**config.mk**
```make
export PLATFORM = sky130hd
export DESIGN_NAME = alu_host_driver
export DESIGN_NICKNAME = d
export VERILOG_FILES = /design/src/rtl/alu_pkg.sv /design/src/rtl/alu_watchdog.sv /design/src/rtl/alu_host_driver.sv
export SDC_FILE = /design/constraint.sdc
export NUM_CORES = 1
export LEC_CHECK = 0
export BUFFER_PORTS_ARGS = -buffer_cell sky130_fd_sc_hd__buf_2
export CAP_MARGIN = 20
export CORE_MARGIN = 2
export CORE_UTILIZATION = 49
export DETAILED_ROUTE_END_ITERATION = 8
export PLACE_DENSITY = 0.85
export SYNTH_ARGS = -nofsm -noshare
export SYNTH_HDL_FRONTEND = slang
export SYNTH_HIERARCHICAL = 1
export SYNTH_SLANG_ARGS = --single-unit
```
**constraint.sdc**
```tcl
create_clock -name clk -period 2.08 [get_ports clk]
set_clock_uncertainty 0.2 [all_clocks]
set_input_delay 0 -clock clk [delete_from_list [all_inputs] [get_ports clk]]
set_output_delay 0 -clock clk [all_outputs]
set_load 0.02 [all_outputs]
```
**src/rtl/alu_pkg.sv**
```systemverilog
// Shared definitions for the serial ALU host driver.
//   OP_*          : ALU op-code values carried on req_op / alu_op_code
//   state_e       : host driver FSM state encoding
//   result_bytes  : number of result bytes the ALU returns for an op (1 or 2)
package alu_pkg;

    localparam logic [1:0] OP_ADD = 2'b00;
    localparam logic [1:0] OP_SUB = 2'b01;
    localparam logic [1:0] OP_MUL = 2'b10;
    localparam logic [1:0] OP_DIV = 2'b11;

    typedef enum logic [2:0] {
        ST_IDLE  = 3'd0,
        ST_SEND0 = 3'd1,
        ST_SEND1 = 3'd2,
        ST_SEND2 = 3'd3,
        ST_WAIT  = 3'd4,
        ST_CAPT  = 3'd5,
        ST_RESP  = 3'd6
    } state_e;

    // add/sub produce a single modulo-256 byte; mul/div produce two bytes.
    function automatic logic [1:0] result_bytes(input logic [1:0] op);
        return ((op == OP_MUL) || (op == OP_DIV)) ? 2'd2 : 2'd1;
    endfunction

endpackage

```
**src/rtl/alu_watchdog.sv**
```systemverilog
// Cycle counter bounding how long the host waits for END from the ALU.
//   clk, reset  : clock, asynchronous active-low reset
//   clear_i     : force the count back to zero (held while not waiting)
//   en_i        : count one cycle
//   expired_o   : count has reached TIMEOUT_CYCLES-1
module alu_watchdog #(
    parameter int TIMEOUT_CYCLES = 64
) (
    input  logic clk,
    input  logic reset,
    input  logic clear_i,
    input  logic en_i,
    output logic expired_o
);

    localparam int CNT_W = (TIMEOUT_CYCLES > 1) ? $clog2(TIMEOUT_CYCLES) : 1;
    localparam logic [CNT_W-1:0] LAST = CNT_W'(TIMEOUT_CYCLES - 1);

    logic [CNT_W-1:0] cnt_q;
    logic [CNT_W-1:0] cnt_d;

    // Saturate at LAST so a late-observed expiry never wraps back to zero.
    always_comb begin
        cnt_d = cnt_q;
        if (clear_i) begin
            cnt_d = '0;
        end else if (en_i && (cnt_q != LAST)) begin
            cnt_d = cnt_q + CNT_W'(1);
        end
    end

    always_ff @(posedge clk or negedge reset) begin
        if (!reset) begin
            cnt_q <= '0;
        end else begin
            cnt_q <= cnt_d;
        end
    end

    assign expired_o = (cnt_q == LAST);

endmodule

```
**src/rtl/alu_host_driver.sv**
```systemverilog
// Host-side initiator for the serial ALU protocol. Takes one request on a
// valid/ready port, serialises operands onto alu_inbus behind a one-cycle
// alu_begin pulse, waits for alu_end, collects 1 or 2 result bytes and
// returns a 16-bit response with timeout/divide-by-zero flags.
//   clk, reset                    : clock, asynchronous active-low reset
//   req_valid/req_ready           : request handshake (ready only in IDLE)
//   req_op, req_a, req_b          : operation and operands
//   rsp_valid/rsp_ready           : response handshake (held until accepted)
//   rsp_result, rsp_timeout,
//   rsp_divzero                   : response payload
//   alu_begin, alu_op_code,
//   alu_inbus                     : drive side of the ALU
//   alu_outbus, alu_end           : return side of the ALU
module alu_host_driver
    import alu_pkg::*;
#(
    parameter int TIMEOUT_CYCLES = 64
) (
    input  logic        clk,
    input  logic        reset,
    input  logic        req_valid,
    output logic        req_ready,
    input  logic [1:0]  req_op,
    input  logic [15:0] req_a,
    input  logic [7:0]  req_b,
    output logic        rsp_valid,
    input  logic        rsp_ready,
    output logic [15:0] rsp_result,
    output logic        rsp_timeout,
    output logic        rsp_divzero,
    output logic        alu_begin,
    output logic [1:0]  alu_op_code,
    output logic [7:0]  alu_inbus,
    input  logic [7:0]  alu_outbus,
    input  logic        alu_end
);

    state_e      state_q;
    logic [1:0]  op_q;
    logic [15:0] a_q;
    logic [7:0]  b_q;
    logic [7:0]  byte0_q;
    logic        divzero_q;

    logic        req_ready_q;
    logic        rsp_valid_q;
    logic [15:0] rsp_result_q;
    logic        rsp_timeout_q;
    logic        rsp_divzero_q;
    logic        alu_begin_q;
    logic [1:0]  alu_op_code_q;
    logic [7:0]  alu_inbus_q;

    logic        wd_expired;

    // The counter is held at zero outside WAIT, so it reads 0 on the first
    // WAIT cycle and TIMEOUT_CYCLES-1 on the last one.
    alu_watchdog #(
        .TIMEOUT_CYCLES(TIMEOUT_CYCLES)
    ) u_watchdog (
        .clk       (clk),
        .reset     (reset),
        .clear_i   (state_q != ST_WAIT),
        .en_i      (state_q == ST_WAIT),
        .expired_o (wd_expired)
    );

    always_ff @(posedge clk or negedge reset) begin
        if (!reset) begin
            state_q       <= ST_IDLE;
            op_q          <= OP_ADD;
            a_q           <= '0;
            b_q           <= '0;
            byte0_q       <= '0;
            divzero_q     <= 1'b0;
            req_ready_q   <= 1'b0;
            rsp_valid_q   <= 1'b0;
            rsp_result_q  <= '0;
            rsp_timeout_q <= 1'b0;
            rsp_divzero_q <= 1'b0;
            alu_begin_q   <= 1'b0;
            alu_op_code_q <= OP_ADD;
            alu_inbus_q   <= '0;
        end else begin
            case (state_q)
                ST_IDLE: begin
                    // req_ready is registered, so it rises on the first edge
                    // after reset release and the accept uses that value.
                    req_ready_q <= 1'b1;
                    if (req_valid && req_ready_q) begin
                        op_q          <= req_op;
                        a_q           <= req_a;
                        b_q           <= req_b;
                        divzero_q     <= (req_op == OP_DIV) && (req_b == 8'h00);
                        req_ready_q   <= 1'b0;
                        alu_begin_q   <= 1'b1;
                        alu_op_code_q <= req_op;
                        alu_inbus_q   <= (req_op == OP_DIV) ? req_a[15:8] : req_a[7:0];
                        state_q       <= ST_SEND0;
                    end
                end

                ST_SEND0: begin
                    alu_begin_q <= 1'b0;
                    alu_inbus_q <= (op_q == OP_DIV) ? a_q[7:0] : b_q;
                    state_q     <= ST_SEND1;
                end

                ST_SEND1: begin
                    if (op_q == OP_DIV) begin
                        alu_inbus_q <= b_q;
                        state_q     <= ST_SEND2;
                    end else begin
                        alu_inbus_q <= '0;
                        state_q     <= ST_WAIT;
                    end
                end

                ST_SEND2: begin
                    alu_inbus_q <= '0;
                    state_q     <= ST_WAIT;
                end

                ST_WAIT: begin
                    // END wins over expiry when both land on the last cycle.
                    if (alu_end) begin
                        if (result_bytes(op_q) == 2'd2) begin
                            byte0_q <= alu_outbus;
                            state_q <= ST_CAPT;
                        end else begin
                            rsp_result_q  <= {8'h00, alu_outbus};
                            rsp_valid_q   <= 1'b1;
                            rsp_divzero_q <= divzero_q;
                            alu_op_code_q <= OP_ADD;
                            state_q       <= ST_RESP;
                        end
                    end else if (wd_expired) begin
                        rsp_result_q  <= '0;
                        rsp_timeout_q <= 1'b1;
                        rsp_valid_q   <= 1'b1;
                        rsp_divzero_q <= divzero_q;
                        alu_op_code_q <= OP_ADD;
                        state_q       <= ST_RESP;
                    end
                end

                ST_CAPT: begin
                    // Second byte follows END by exactly one cycle; END here
                    // is not looked at.
                    rsp_result_q  <= {byte0_q, alu_outbus};
                    rsp_valid_q   <= 1'b1;
                    rsp_divzero_q <= divzero_q;
                    alu_op_code_q <= OP_ADD;
                    state_q       <= ST_RESP;
                end

                ST_RESP: begin
                    if (rsp_ready) begin
                        rsp_valid_q   <= 1'b0;
                        rsp_result_q  <= '0;
                        rsp_timeout_q <= 1'b0;
                        rsp_divzero_q <= 1'b0;
                        req_ready_q   <= 1'b1;
                        state_q       <= ST_IDLE;
                    end
                end

                default: begin
                    state_q <= ST_IDLE;
                end
            endcase
        end
    end

    assign req_ready   = req_ready_q;
    assign rsp_valid   = rsp_valid_q;
    assign rsp_result  = rsp_result_q;
    assign rsp_timeout = rsp_timeout_q;
    assign rsp_divzero = rsp_divzero_q;
    assign alu_begin   = alu_begin_q;
    assign alu_op_code = alu_op_code_q;
    assign alu_inbus   = alu_inbus_q;

endmodule

```
==> flow_summary.yaml <==
floorplan:
  coreArea_um2: 6314
  fp-row-count: 29
  ioPinCount: 70
  fp.dieH_um: 84.54
  fp.dieArea_um2: 7146
  start_util_pct: 50.34
  die_x_um: 84.54
setup_path:
  worst-r2r-cell-count: 9
  r2r-end: "rsp_result[0]"
  arrival_ps: 2010
  start_kind: "register"
  critical_path_class: "reg2reg"
  critPathCapture: "rsp_result[0]"
  critPathLaunch: "u_watchdog/cnt_q[0]"
  rr_startpoint: "u_watchdog/cnt_q[0]"
  worst-r2r-setup-slack_ps: 100
  end_kind: "register"
  cp_max_fo: 17
  cp.required_ps: 2120
clocking:
  cts_inserted_buffers: 9
  clk_latency_ps: 350
  path_clk_slew_ps: 80
  clockBufferDepth: 2
  root_buffer: "clkbuf_8"
  htreeDepth: 3
  tritoncts: "built"
  clkSinkCount: 67
global_routing:
  grt_pass1_wl_mm: 12.77
  grt_max_degree: 35
  grt_pass1_vias: 2745
  grt_antenna_before_repair: 0
  grt_usage_pct: 22.45
  grt-ovfl-total: 0
yosys:
  ys_top_cells_by_area: "dfrtp_1, nand2_1, mux2_2"
  synth_edf_count: 0
  synth.most_common_cell: "nand2_1"
  synth_top_area_share_pct: 52.76
  synth_seq_area_share_pct: 52.76
  synth_fp_nets: 342
  synth.avg_cell_area_um2: 10.52
  syn_area_um2: 3178
  synth_seq_cells: 67
  yosysWarnings: 6
  synth_top_cells_by_count: "nand2_1, dfrtp_1, a22o_1"
  synthArstFlopShare_pct: 100.0
  synth_area_leader_cell: "dfrtp_1"
  synth_top_flop_cell: "dfrtp_1"
  ys_types: 51
  syn_inst: 302
worst_hold_path:
  min_path_type: "in2async"
power:
  leakage_nw: 2.090
  ir_worst_vdd_mv: 1.071
  p_total_mw: 5.918
  pwr_density_cell_nw_per_um2: 1389
sta:
  fin_ws_ps: 102.3
  rsz0062_at_grt: "false"
  fmax_mhz: 505.6
  slew_viol_final: 0
  fin_tns_setup_ps: 0
  timing.slew.headroom_pct: 48.64
  finalHoldViolCount: 0
  final-setup-viol-count: 0
  fin_crit_ps: 1978
  max_slew.worst_pin.slew_ps: 770.5
  post-route-period-util_pct: 95.08
final_layout:
  drive_gt1_share_pct: 32.78
  nFillCells: 477
  fin_cells: 501
  area_delta_synth_final_pct: 34.09
  n_antenna_cell: 0
  nets: 459
routing:
  vias: 2761
  drc: 0
  wl_per_cell_um: 15.64
  dr.pass1.iters: 4
  via_per_inst: 5.511
  antenna_left: 0
  drt_iter0_drc: 106
  drt-total-wl_mm: 7.835
place:
  dp.cells: 443
  io_buffers: 69
  dp.final_hpwl_mm: 5.059
  gp_congestion: 0.8281
  pre_cts_ws_ps: -105.9
run_status:
  status: "finished, final reports clean"
job:
  drv_cap: 0
flip-flops by register name (all words and copies together) (netlist names):
name / count
rsp_timeout: 1
state_q: 3
alu_op_code: 2
a_q: 8
req_ready: 1
rsp_divzero: 1
byte0_q: 8
alu_begin: 1
op_q: 2
b_q: 8
divzero_q: 1
rsp_result: 16
u_watchdog/cnt_q: 6
alu_inbus: 8
rsp_valid: 1
power breakdown:
| group | total [mW] | switching [mW] | internal (mW) |
|---|---|---|---|
| combinational | 2.61 | 1.47 | 1.15 |
| sequential | 2.17 | 0.343 | 1.83 |
| clock | 1.14 | 0.561 | 0.574 |
| total | 5.92 | 2.37 | 3.55 |
metrics by stage:
stage	utilization, %	hold slack (ps)	instance area, um2
floorplan	-	-495.6	3178
global placement	57.19	-91.47	3611
detailed placement	57.19	-87.91	3611
CTS	67.08	72.42	4235
global route	67.50	129.6	4262
finish	67.50	58.53	4262
routing by layer:
metal,GRT usage (%),wire (um),up-vias
li1,-,-,1314
met1,28.30,3392,1347
met2,38.65,3975,90
met3,4.326,358,10
met5,0,0,-
met4,7.937,109,0
timing repair:
action,CTS,global route
gates resized for setup,2,3
endpoints found under the setup margin,17,19
pin swaps,1,2
hold buffers,38,0
setup buffers,3,1
gates cloned,0,0
endpoints found under the hold margin,84,0
layout by cell type (no fill, tap or decap), types with 3 or more instances in the layout:
master,n
inv_1,5
buf_2,69
inv_6,3
o21a_1,9
nor3_1,3
o21ai_0,9
a22o_1,18
a21o_1,7
nand2_1,73
dlygate4sd3_1,38
buf_4,12
a21oi_1,14
o22ai_1,8
nand2b_1,3
mux2_2,16
nor2_1,7
dfrtp_1,66
clkbuf_8,9
a22oi_1,8
worst min-delay path by stage:
| stage | to |
|---|---|
| floorplan | a_q[0] |
| global placement | u_watchdog/cnt_q[5] |
| detailed placement | u_watchdog/cnt_q[5] |
| CTS | rsp_result[4] |
| global route | u_watchdog/cnt_q[5] |
| finish | u_watchdog/cnt_q[5] |
cells by family (layout without fill, tap and decap cells):
| logic type | Yosys count | count (layout) | share of synthesized area (%) |
|---|---|---|---|
| simple gates | 104 | 104 | 15.20 |
| compound gates | 89 | 89 | 21.02 |
| flops | 67 | 67 | 52.76 |
| buf+inv | 23 | 145 | 4.173 |
| mux | 18 | 18 | 6.456 |
| fa+ha+maj | 1 | 1 | 0.3936 |
layout make-up:
type / count / area [um2] / share of cell area (%)
Clock buffer: 9 / 123.9 / 2.907
Tap cell: 77 / 96.34 / 2.261
Inverter: 8 / 30.03 / 0.7046
Clock inverter: 7 / 82.58 / 1.938
Multi-Input combinational cell: 212 / 1395 / 32.74
Timing Repair Buffer: 121 / 855.8 / 20.08
Sequential cell: 67 / 1678 / 39.37
critical path: stages, from the launching register on:
cell and delay (ps):
dfrtp_1 400, ha_4 160, and4_4 220, nand2_1 80, inv_2 110, nand2b_4 60
a31oi_4 190, a31oi_4 50, buf_12 160, a22o_1 230
(Power assumes the default switching activity.)
